--- config.mk ---
export PLATFORM = sky130hd
export DESIGN_NAME = cbus_xlate_bridge
export DESIGN_NICKNAME = d
export VERILOG_FILES = /design/src/rtl/cbus_xlate_bridge.sv
export SDC_FILE = /design/constraint.sdc
export NUM_CORES = 1
export LEC_CHECK = 0
export ABC_AREA = 0
export BUFFER_PORTS_ARGS = -buffer_cell sky130_fd_sc_hd__buf_2
export CORE_MARGIN = 5
export CORE_UTILIZATION = 35
export DETAILED_ROUTE_END_ITERATION = 10
export GPL_TIMING_DRIVEN = 0
export PLACE_DENSITY = 0.75
export SLEW_MARGIN = 15
export SYNTH_ARGS = -nofsm -noshare
export SYNTH_HDL_FRONTEND = slang
export SYNTH_SLANG_ARGS = --single-unit
--- constraint.sdc ---
create_clock -name clk -period 1.5 [get_ports clk]
set_clock_uncertainty 0.15 [all_clocks]
set_input_delay 0.075 -clock clk [delete_from_list [all_inputs] [get_ports clk]]
set_output_delay 0.075 -clock clk [all_outputs]
set_load 0.005 [all_outputs]
--- src/rtl/cbus_xlate_bridge.sv ---
// rtl/cbus_xlate_bridge.sv - registered CBus-to-external-bus bridge with kseg0/kseg1 address translation
//
// Captures one arbiter request per transaction, translates its address and
// holds the translated request stable for the entire burst. The response
// path from the external bus back to the arbiter is purely combinational.
//
// Ports:
//   clk, resetn            clock, asynchronous active-low reset
//   ireq_*_i               arbiter request (valid, is_write, size, addr,
//                          strobe, data, len, burst)
//   iresp_*_o              response to the arbiter (ready, last, data)
//   oreq_*_o               translated request to the external bus
//   oresp_*_i              external bus response (ready, last, data)
//   err_o                  sticky protocol-error flag
//   busy_o                 high while a transaction is outstanding
module cbus_xlate_bridge #(
  parameter int ADDR_W = 32,
  parameter int DATA_W = 32,
  parameter int LEN_W  = 4
) (
  input  logic                clk,
  input  logic                resetn,

  input  logic                ireq_valid_i,
  input  logic                ireq_is_write_i,
  input  logic [2:0]          ireq_size_i,
  input  logic [ADDR_W-1:0]   ireq_addr_i,
  input  logic [DATA_W/8-1:0] ireq_strobe_i,
  input  logic [DATA_W-1:0]   ireq_data_i,
  input  logic [LEN_W-1:0]    ireq_len_i,
  input  logic [1:0]          ireq_burst_i,

  output logic                iresp_ready_o,
  output logic                iresp_last_o,
  output logic [DATA_W-1:0]   iresp_data_o,

  output logic                oreq_valid_o,
  output logic                oreq_is_write_o,
  output logic [2:0]          oreq_size_o,
  output logic [ADDR_W-1:0]   oreq_addr_o,
  output logic [DATA_W/8-1:0] oreq_strobe_o,
  output logic [DATA_W-1:0]   oreq_data_o,
  output logic [LEN_W-1:0]    oreq_len_o,
  output logic [1:0]          oreq_burst_o,

  input  logic                oresp_ready_i,
  input  logic                oresp_last_i,
  input  logic [DATA_W-1:0]   oresp_data_i,

  output logic                err_o,
  output logic                busy_o
);

  typedef enum logic {
    ST_IDLE = 1'b0,
    ST_BUSY = 1'b1
  } state_e;

  state_e              state_q, state_d;

  // Holding register for the captured request.
  logic                is_write_q, is_write_d;
  logic [2:0]          size_q, size_d;
  logic [ADDR_W-1:0]   addr_q, addr_d;
  logic [LEN_W-1:0]    len_q, len_d;
  logic [1:0]          burst_q, burst_d;

  logic [LEN_W-1:0]    beat_cnt_q, beat_cnt_d;
  logic                err_q, err_d;

  logic                capture;
  logic                beat;
  logic                beat_final;

  // kseg0/kseg1 (top bits 2'b10) map onto the low 512 MB of physical space;
  // every other segment passes through untouched.
  function automatic logic [ADDR_W-1:0] xlate(input logic [ADDR_W-1:0] a);
    logic [ADDR_W-1:0] r;
    r = a;
    if (a[ADDR_W-1:ADDR_W-2] == 2'b10) begin
      r[ADDR_W-1:ADDR_W-3] = 3'b000;
    end
    return r;
  endfunction

  assign capture    = (state_q == ST_IDLE) && ireq_valid_i;
  assign beat       = (state_q == ST_BUSY) && oresp_ready_i;
  assign beat_final = beat && oresp_last_i;

  // State register and datapath registers.
  always_ff @(posedge clk or negedge resetn) begin
    if (!resetn) begin
      state_q    <= ST_IDLE;
      is_write_q <= 1'b0;
      size_q     <= '0;
      addr_q     <= '0;
      len_q      <= '0;
      burst_q    <= '0;
      beat_cnt_q <= '0;
      err_q      <= 1'b0;
    end else begin
      state_q    <= state_d;
      is_write_q <= is_write_d;
      size_q     <= size_d;
      addr_q     <= addr_d;
      len_q      <= len_d;
      burst_q    <= burst_d;
      beat_cnt_q <= beat_cnt_d;
      err_q      <= err_d;
    end
  end

  // Next-state logic.
  always_comb begin
    state_d = state_q;
    case (state_q)
      ST_IDLE: if (ireq_valid_i) state_d = ST_BUSY;
      ST_BUSY: if (beat_final)   state_d = ST_IDLE;
      default: state_d = ST_IDLE;
    endcase
  end

  // Holding register, beat counter and sticky error.
  always_comb begin
    is_write_d = is_write_q;
    size_d     = size_q;
    addr_d     = addr_q;
    len_d      = len_q;
    burst_d    = burst_q;
    beat_cnt_d = beat_cnt_q;
    err_d      = err_q;

    if (capture) begin
      is_write_d = ireq_is_write_i;
      size_d     = ireq_size_i;
      addr_d     = xlate(ireq_addr_i);
      len_d      = ireq_len_i;
      burst_d    = ireq_burst_i;
      beat_cnt_d = '0;
    end else if (beat && (beat_cnt_q != {LEN_W{1'b1}})) begin
      beat_cnt_d = beat_cnt_q + 1'b1;
    end

    // beat_cnt_q holds the number of beats already completed, so the current
    // beat is the final legal one exactly when it equals len_q.
    if ((state_q == ST_IDLE) && oresp_ready_i) begin
      err_d = 1'b1;
    end
    if (beat && oresp_last_i && (beat_cnt_q != len_q)) begin
      err_d = 1'b1;
    end
    if (beat && !oresp_last_i && (beat_cnt_q == len_q)) begin
      err_d = 1'b1;
    end
  end

  // Output logic. Everything downstream-facing is forced low in IDLE so the
  // external bus never sees stale fields; in BUSY the control fields come from
  // the holding register while write data and strobes track ireq per beat.
  always_comb begin
    oreq_valid_o    = 1'b0;
    oreq_is_write_o = 1'b0;
    oreq_size_o     = '0;
    oreq_addr_o     = '0;
    oreq_strobe_o   = '0;
    oreq_data_o     = '0;
    oreq_len_o      = '0;
    oreq_burst_o    = '0;
    iresp_ready_o   = 1'b0;
    iresp_last_o    = 1'b0;
    iresp_data_o    = '0;
    busy_o          = 1'b0;

    if (state_q == ST_BUSY) begin
      busy_o          = 1'b1;
      oreq_valid_o    = 1'b1;
      oreq_is_write_o = is_write_q;
      oreq_size_o     = size_q;
      oreq_addr_o     = addr_q;
      oreq_len_o      = len_q;
      oreq_burst_o    = burst_q;
      oreq_strobe_o   = ireq_strobe_i;
      oreq_data_o     = ireq_data_i;
      iresp_ready_o   = oresp_ready_i;
      iresp_last_o    = oresp_last_i;
      iresp_data_o    = oresp_data_i;
    end
  end

  assign err_o = err_q;

endmodule

[Yosys cells after proc, flatten, opt, wreduce, memory -nomap -nowiden]
Index checks and enable logic that the tools add are counted.
Word-level totals
  bits of input ports: 115
  word-level logic and storage cells: 45
  flip-flop bits (word level): 48
  output and inout port bits: 115
Operators by class
  muxes and demuxes: 20
  bitwise gates (word level): 1
  equality and inequality tests: 4
  $add $sub $neg: 1
  reductions and logical operators: 11
Operators by type and width (number)
  $mux 32: 3
  $mux 4: 4
  $mux 1: 9
  $logic_and 1x1->1: 8
  $mux 3: 2
  $add 4x1->4 const B: 1
  $eq 4x4->1: 1
  $ne 4x4->1: 1
  $ne 4x4->1 const B: 1
  $reduce_bool 3->1: 1
  $eq 2x2->1 const B: 1
  $mux 2: 1
  $pmux 1 s2: 1
  $reduce_bool 2->1: 1
  $logic_not 1->1: 1
  $not 1->1: 1

[Depth between registers and ports, before layout]
Gate-level depths: netlist (run 1).
  word-level depth: 5
  depth in mapped cells: 5

[Least setup slack after synthesis (run 1)]
No wires, ideal clock.
  path kind: register to register
  start point: register state_q
  end point: register addr_q[20]
  required time: 1.225 ns
  path buffers: 2
  library setup time: 0.125 ns
  arrival time: 1.261 ns
  path slack: -0.036 ns
  stages on the path, launching flop included: 5
  cells stage by stage: dfrtp_1 > nor2b_1 > buf_4 > buf_6 > mux2_4
On the way
  word-level cells in the longest chain between the ends: 2
RTL lines
  start, declared: line 59  | state_e state_q, state_d;
  start signal, assigned: line 102  | state_q <= state_d;
  $not 1->1
  $logic_and 1x1->1: line 86  | assign capture = (state_q == ST_IDLE) && ireq_valid_i;
  end signal, assigned: line 105  | addr_q <= addr_d;
  end, declared: line 64  | logic [ADDR_W-1:0] addr_q, addr_d;
No other way between the ends.
A chain may end at the register's enable or synchronous reset.

[Worst setup path in the final report (run 1)]
  start point: register state_q
  end point: output port oreq_data_o[0]
On the way
  word-level cells in the longest chain between the ends: 1
RTL lines
  $mux 32: line 174  | if (state_q == ST_BUSY) begin
  end, declared: line 42  | output logic [DATA_W-1:0] oreq_data_o,
No other way between the ends.

==> impl_metrics.env, run 1 <==
export IMPL_dr_max_layer_used="met4"
export IMPL_hpwl_microns=7490
export IMPL_drc=0
export IMPL_period_needed_ps=1630
export IMPL_path_class="flip-flop to primary output"
export IMPL_maxSlewViolCount=0
export IMPL_dieArea_sq_um=9610
export IMPL_cts_tree="yes"
export IMPL_die_y_microns=98.1
export IMPL_synth_top_cell_by_area="dfrtp_1"
export IMPL_required_ps=1270
export IMPL_antenna_cells=0
export IMPL_wl_microns=11000
export IMPL_yosysWarningCount=0
export IMPL_syn_inst=255
export IMPL_placed_area_sq_um=4000
export IMPL_vias=3010
export IMPL_power_density_nw_per_um2=972
export IMPL_drt_iter0_drc=73
export IMPL_clkSinkCount=48
export IMPL_die_x_microns=98.1
export IMPL_n_fill_cell=594
export IMPL_syn_area_sq_um=2710
export IMPL_leakage_nw=2.77
export IMPL_grt_pass1_vias=3309
export IMPL_setup_viol=138
export IMPL_nNetsFinal=672
export IMPL_num_rows=32
export IMPL_wl_met2_microns=6140
export IMPL_ctsHtreeMaxLevel=2
export IMPL_worstMarginPinSlew_ps=625
export IMPL_max_slew_margin_rel=0.583
export IMPL_place_congestion=0.928
export IMPL_first_pass_iters=4
export IMPL_endpoint_kind="primary output"
export IMPL_synth_fp_nets=371
export IMPL_area_growth_pct=98.4
export IMPL_post_drt_via_cell_ratio=4.57
export IMPL_port_buffers=229
export IMPL_place_ws_ps=-306
export IMPL_slowest_stage="dfrtp_2"
export IMPL_wl_met3_microns=826
export IMPL_ir_drop_mv=0.781
export IMPL_period_share=1.09
export IMPL_antenna_found_initial=0
export IMPL_routedWlPerCell_microns=16.7
export IMPL_seqCellArea_sq_um=1200
export IMPL_grt_pass1_wl_microns=16200
export IMPL_finalSetupTns_ps=-11590
export IMPL_cts_root_buf="clkbuf_8"
export IMPL_final_area_sq_um=5380
export IMPL_overflow=0
export IMPL_setup_ws_ps=-133
export IMPL_synth_top_area_share=0.443
export IMPL_violations="setup timing"
export IMPL_fmax_mhz=612
export IMPL_start_kind="flip-flop"
export IMPL_synthTopCellsByArea="dfrtp_1 (44%), and2_1 (26%), mux2_2 (12%), mux2_4 (5.5%), clkbuf_1 (1.7%)"
export IMPL_cts_made_buffers=5
export IMPL_slowest_delay_ps=490
export IMPL_drv_cap=0
export IMPL_grt_usage=0.210
export IMPL_clock_latency_ps=300
export IMPL_clk_pin_slew_worst_paths_ps=90
export IMPL_status="finished with violations"
export IMPL_synth_distinct_cells=27
export IMPL_ys_ff_latch=48
export IMPL_num_io_pins=230
export IMPL_initial_core_util=0.355
export IMPL_synth_area_per_cell_sq_um=10.6
export IMPL_grt_max_degree=49
export IMPL_worstPathCellList="clkbuf_16 > buf_8 > and2_1 > buf_2"
export IMPL_postRouteAntennaNets=0
export IMPL_rsz0062_at_grt="yes"
export IMPL_wl_met1_microns=3770
export IMPL_cp_data_arrival_time_ps=1410
export IMPL_drive_gt1_frac=0.670
export IMPL_finalHoldViolations=0
export IMPL_yosysSeqAreaShare=0.443
export IMPL_core_sq_um=7650
export IMPL_path_max_fanout=10
export IMPL_multiInputGateArea_sq_um=1570
export IMPL_hold_path_class="input port to asynchronous set/reset pin"
export IMPL_clockBufferDepth=2
[final timing paths]
path	from	cells after the start	endpoint	slack [ps]
max	state_q	4	oreq_data_o[0]	-130
min	resetn	2	addr_q[24]	230
max reg2reg	state_q	4	addr_q[30]	-120
min reg2reg	size_q[1]	1	size_q[1]	340
max in group asynchronous	resetn	2	state_q	520
min in group clk	oresp_data_i[3]	3	iresp_data_o[3]	270
[critical path, delay by kind of cell (launching register included)]
kind	cells	cell delay [ps]
buf+inv	3	480
simple gates	1	140
flops	1	490
[per-layer routing]
layer	GRT usage	vias up
li1	-	1421
met1	0.207	1430
met2	0.421	137
met3	0.0571	22
met4	0.0607	0
met5	0	-
[cell type report]
type                       instances  area share
buffer                            18      0.0439
clock buffer                       6      0.0153
clock inverter                     2     0.00186
inverter                           5     0.00349
multi-input combinational        184       0.291
sequential                        48       0.223
tap                              102      0.0237
timing repair buffer             294       0.397
[logic make-up after synthesis]
| logic type | Yosys count | share of synthesized area |
|---|---|---|
| AO/OA/AOI/OAI | 13 | 0.0318 |
| XOR/XNOR | 4 | 0.0129 |
| adder cells (fa/ha/maj) | 1 | 0.00461 |
| buffers and inverters | 23 | 0.0410 |
| flip-flops | 48 | 0.443 |
| multiplexers | 40 | 0.180 |
| AND/OR/NAND/NOR | 126 | 0.287 |
[Yosys cell counts]
cell type  number
nand2_1         1
mux2_4         10
xor2_1          4
nand3_1         3
a311oi_2        1
dfrtp_1        48
o31ai_1         2
buf_6           2
o41a_1          1
a21oi_1         5
or3_1           3
clkbuf_1       12
inv_1           5
nand3b_1        1
buf_2           2
o21ai_0         4
and2_1        111
nor2b_1         1
and3_1          1
mux2_2         28
buf_4           2
nor2_1          2
nor4_1          1
nor3b_1         1
mux2_1          2
nand2b_1        1
ha_1            1
[cell usage in the layout (no fill, tap or decap), types with 2 or more instances in the layout]
master,instances
o31ai_1,2
and2_4,51
clkbuf_8,13
a21oi_2,3
a21oi_1,2
o21ai_0,4
clkbuf_16,3
buf_2,179
inv_1,4
or3_1,3
dlygate4sd3_1,46
mux2_2,28
and2_1,60
nor2_1,2
xor2_1,4
buf_8,6
mux2_1,2
dfrtp_1,47
buf_6,56
mux2_4,10
nand3_1,3
buf_4,13
clkinv_2,2
[where the power goes]
part / switching [mW] / leakage [nW] / internal (mW)
Combinational: 0.892 / 2.15 / 1.69
Sequential: 0.213 / 0.566 / 1.64
Clock: 0.439 / 0.0510 / 0.369
Total: 1.54 / 2.77 / 3.69
[metrics by stage]
| step | total power [mW] | cells | hold slack [ps] | util |
|---|---|---|---|---|
| global placement | 3.50 | 586 | 134 | 0.522 |
| detailed placement | 3.57 | 586 | 142 | 0.522 |
| finish | 5.23 | 659 | 230 | 0.704 |
| global route | 5.56 | 659 | 265 | 0.704 |
| CTS | 4.89 | 653 | 271 | 0.659 |
| floorplan | 2.74 | 255 | -371 | - |
[flip-flops by register name, summed over array words and instances, names as in the netlist]
| register | flops |
|---|---|
| addr_q | 32 |
| beat_cnt_q | 4 |
| burst_q | 2 |
| err_o | 1 |
| is_write_q | 1 |
| len_q | 4 |
| size_q | 3 |
| state_q | 1 |
[repair_timing]
action	CTS	global route
cloned	5	2
hold endpoints to repair	92	0
buffers inserted	8	4
hold buffers	46	0
pin swaps	2	1
gates resized for setup	94	68
endpoints found under the setup margin	147	155
(Power assumes the default switching activity.)
==> inputs of run 2 (changes only) <==
- CORE_ASPECT_RATIO: default -> 1.75
- HOLD_SLACK_MARGIN: default -> 0.02
==> run 2 against run 1 <==
The run still ends with setup timing left; global-route usage up 1.3 points; register-to-register slack about the same; cell area is 0.81% lower; non-clock buffer count unchanged; sequential share of layout area grew 0.23 points; critical path depth stayed put; critical endpoint is now size_q[1]; highest routed layer unchanged.
==> impl_metrics.env, run 2 (synthesized netlist as in run 1, its figures left out) <==
export IMPL_hpwl_microns=8150
export IMPL_rsz0062_at_grt="yes"
export IMPL_nNetsFinal=672
export IMPL_power_density_nw_per_um2=1050
export IMPL_crit_top_cell="buf_6"
export IMPL_layout_cells_most_common="buf_2"
export IMPL_clk_pin_slew_worst_paths_ps=60
export IMPL_clkSinkCount=48
export IMPL_critPathTopFamily="flip-flops"
export IMPL_cp_num_buf_inv=2
export IMPL_path_max_fanout=10
export IMPL_port_buffers=229
export IMPL_overflow=0
export IMPL_grt_usage=0.223
export IMPL_grt_pass1_wl_microns=17200
export IMPL_clockBufferDepth=2
export IMPL_post_drt_via_cell_ratio=4.80
export IMPL_slowest_delay_ps=460
export IMPL_die_x_microns=76.6
export IMPL_worstMarginPinSlew_ps=617
export IMPL_setup_ws_ps=-105
export IMPL_antenna_cells=0
export IMPL_maxSlewViolCount=0
export IMPL_seqCellArea_sq_um=1200
export IMPL_drt_iter0_drc=62
export IMPL_first_pass_iters=4
export IMPL_place_congestion=0.825
export IMPL_drc=0
export IMPL_n_fill_cell=515
export IMPL_worstSetupStartpoint="state_q"
export IMPL_routedWlPerCell_microns=18.0
export IMPL_violations="setup timing"
export IMPL_core_sq_um=7570
export IMPL_regMostFlops="addr_q"
export IMPL_ir_drop_mv=0.926
export IMPL_drive_gt1_frac=0.658
export IMPL_cts_tree="yes"
export IMPL_hold_path_class="input port to asynchronous set/reset pin"
export IMPL_ctsHtreeMaxLevel=2
export IMPL_grt_max_degree=49
export IMPL_period_share=1.07
export IMPL_reg_top3="addr_q x32, beat_cnt_q x4, len_q x4"
export IMPL_max_slew_margin_rel=0.589
export IMPL_slowest_stage="dfrtp_2"
export IMPL_num_io_pins=230
export IMPL_num_rows=42
export IMPL_initial_core_util=0.359
export IMPL_total_power_mw=5.60
export IMPL_die_y_microns=126
export IMPL_antenna_found_initial=0
export IMPL_fmax_mhz=623
export IMPL_clock_latency_ps=290
export IMPL_cts_made_buffers=5
export IMPL_drv_cap=0
export IMPL_area_growth_pct=96.8
export IMPL_reg2reg_from="state_q"
export IMPL_cts_root_buf="clkbuf_16"
export IMPL_wl_met1_microns=3650
export IMPL_period_needed_ps=1610
export IMPL_cp_data_arrival_time_ps=1630
export IMPL_wl_met3_microns=989
export IMPL_wl_microns=11600
export IMPL_path_class="flip-flop to flip-flop"
export IMPL_setup_viol=130
export IMPL_multiInputGateArea_sq_um=1560
export IMPL_status="finished with violations"
export IMPL_grt_pass1_vias=3350
export IMPL_largest_reg_flops=32
export IMPL_vias=3093
export IMPL_required_ps=1520
export IMPL_endpoint_kind="flip-flop"
export IMPL_dieArea_sq_um=9680
export IMPL_final_cell_mix="buf_2 (186), and2_1 (69), buf_6 (47)"
export IMPL_wl_met2_microns=6500
export IMPL_start_kind="flip-flop"
export IMPL_finalHoldViolations=0
export IMPL_postRouteAntennaNets=0
export IMPL_dr_max_layer_used="met4"
export IMPL_utilization=0.706
export IMPL_worstPathCellList="nor2b_2 > buf_6 > buf_6 > mux2_1"
export IMPL_leakage_nw=2.75
==> run 2: final cells by class <==
| class | count | area share |
|---|---|---|
| multi-input combinational | 184 | 0.292 |
| timing repair buffer | 294 | 0.384 |
| clock buffer | 7 | 0.0286 |
| inverter | 5 | 0.00351 |
| tap | 88 | 0.0206 |
| sequential | 48 | 0.226 |
| buffer | 18 | 0.0464 |
==> run 2: per-layer routing <==
layer | track usage | up-vias
li1 | - | 1424
met4 | 0.118 | 0
met1 | 0.211 | 1461
met5 | 0 | -
met2 | 0.425 | 178
met3 | 0.0610 | 30
==> run 2: repair_timing <==
item | 4_1_cts | 5_1_grt
gates resized for setup | 90 | 60
setup buffers | 5 | 8
hold buffers | 45 | 1
setup endpoints to repair | 144 | 144
hold endpoints to repair | 92 | 48
gates cloned | 6 | 0
pin swaps | 0 | 4
==> run 2: final timing paths <==
| check | end | cells past startpoint | slack (ps) |
|---|---|---|---|
| min | size_q[0] | 2 | 210 |
| min reg2reg | addr_q[19] | 1 | 350 |
| max | size_q[1] | 4 | -110 |
| min in group clk | oreq_data_o[27] | 3 | 270 |
| max reg2reg | size_q[1] | 4 | -110 |
| max in group asynchronous | state_q | 2 | 540 |
==> run 2: per-stage QoR <==
stage	hold WS, ps	instances	area (sq um)	setup WS (ps)	TNS, ps
detailed placement	130	572	3980	-385	-22990
finish	211	644	5340	-105	-8490
global route	260	644	5340	-155	-13380
floorplan	-371	255	2720	23.7	0
CTS	-120	635	5030	-108	-9820
global placement	121	572	3980	-309	-17260
==> run 2: power by group <==
group	switching (mW)	internal, mW	total, mW	leakage (nW)
Clock	0.471	0.700	1.17	0.0760
Combinational	0.899	1.64	2.54	2.11
Sequential	0.249	1.64	1.89	0.563
Total	1.62	3.98	5.60	2.75
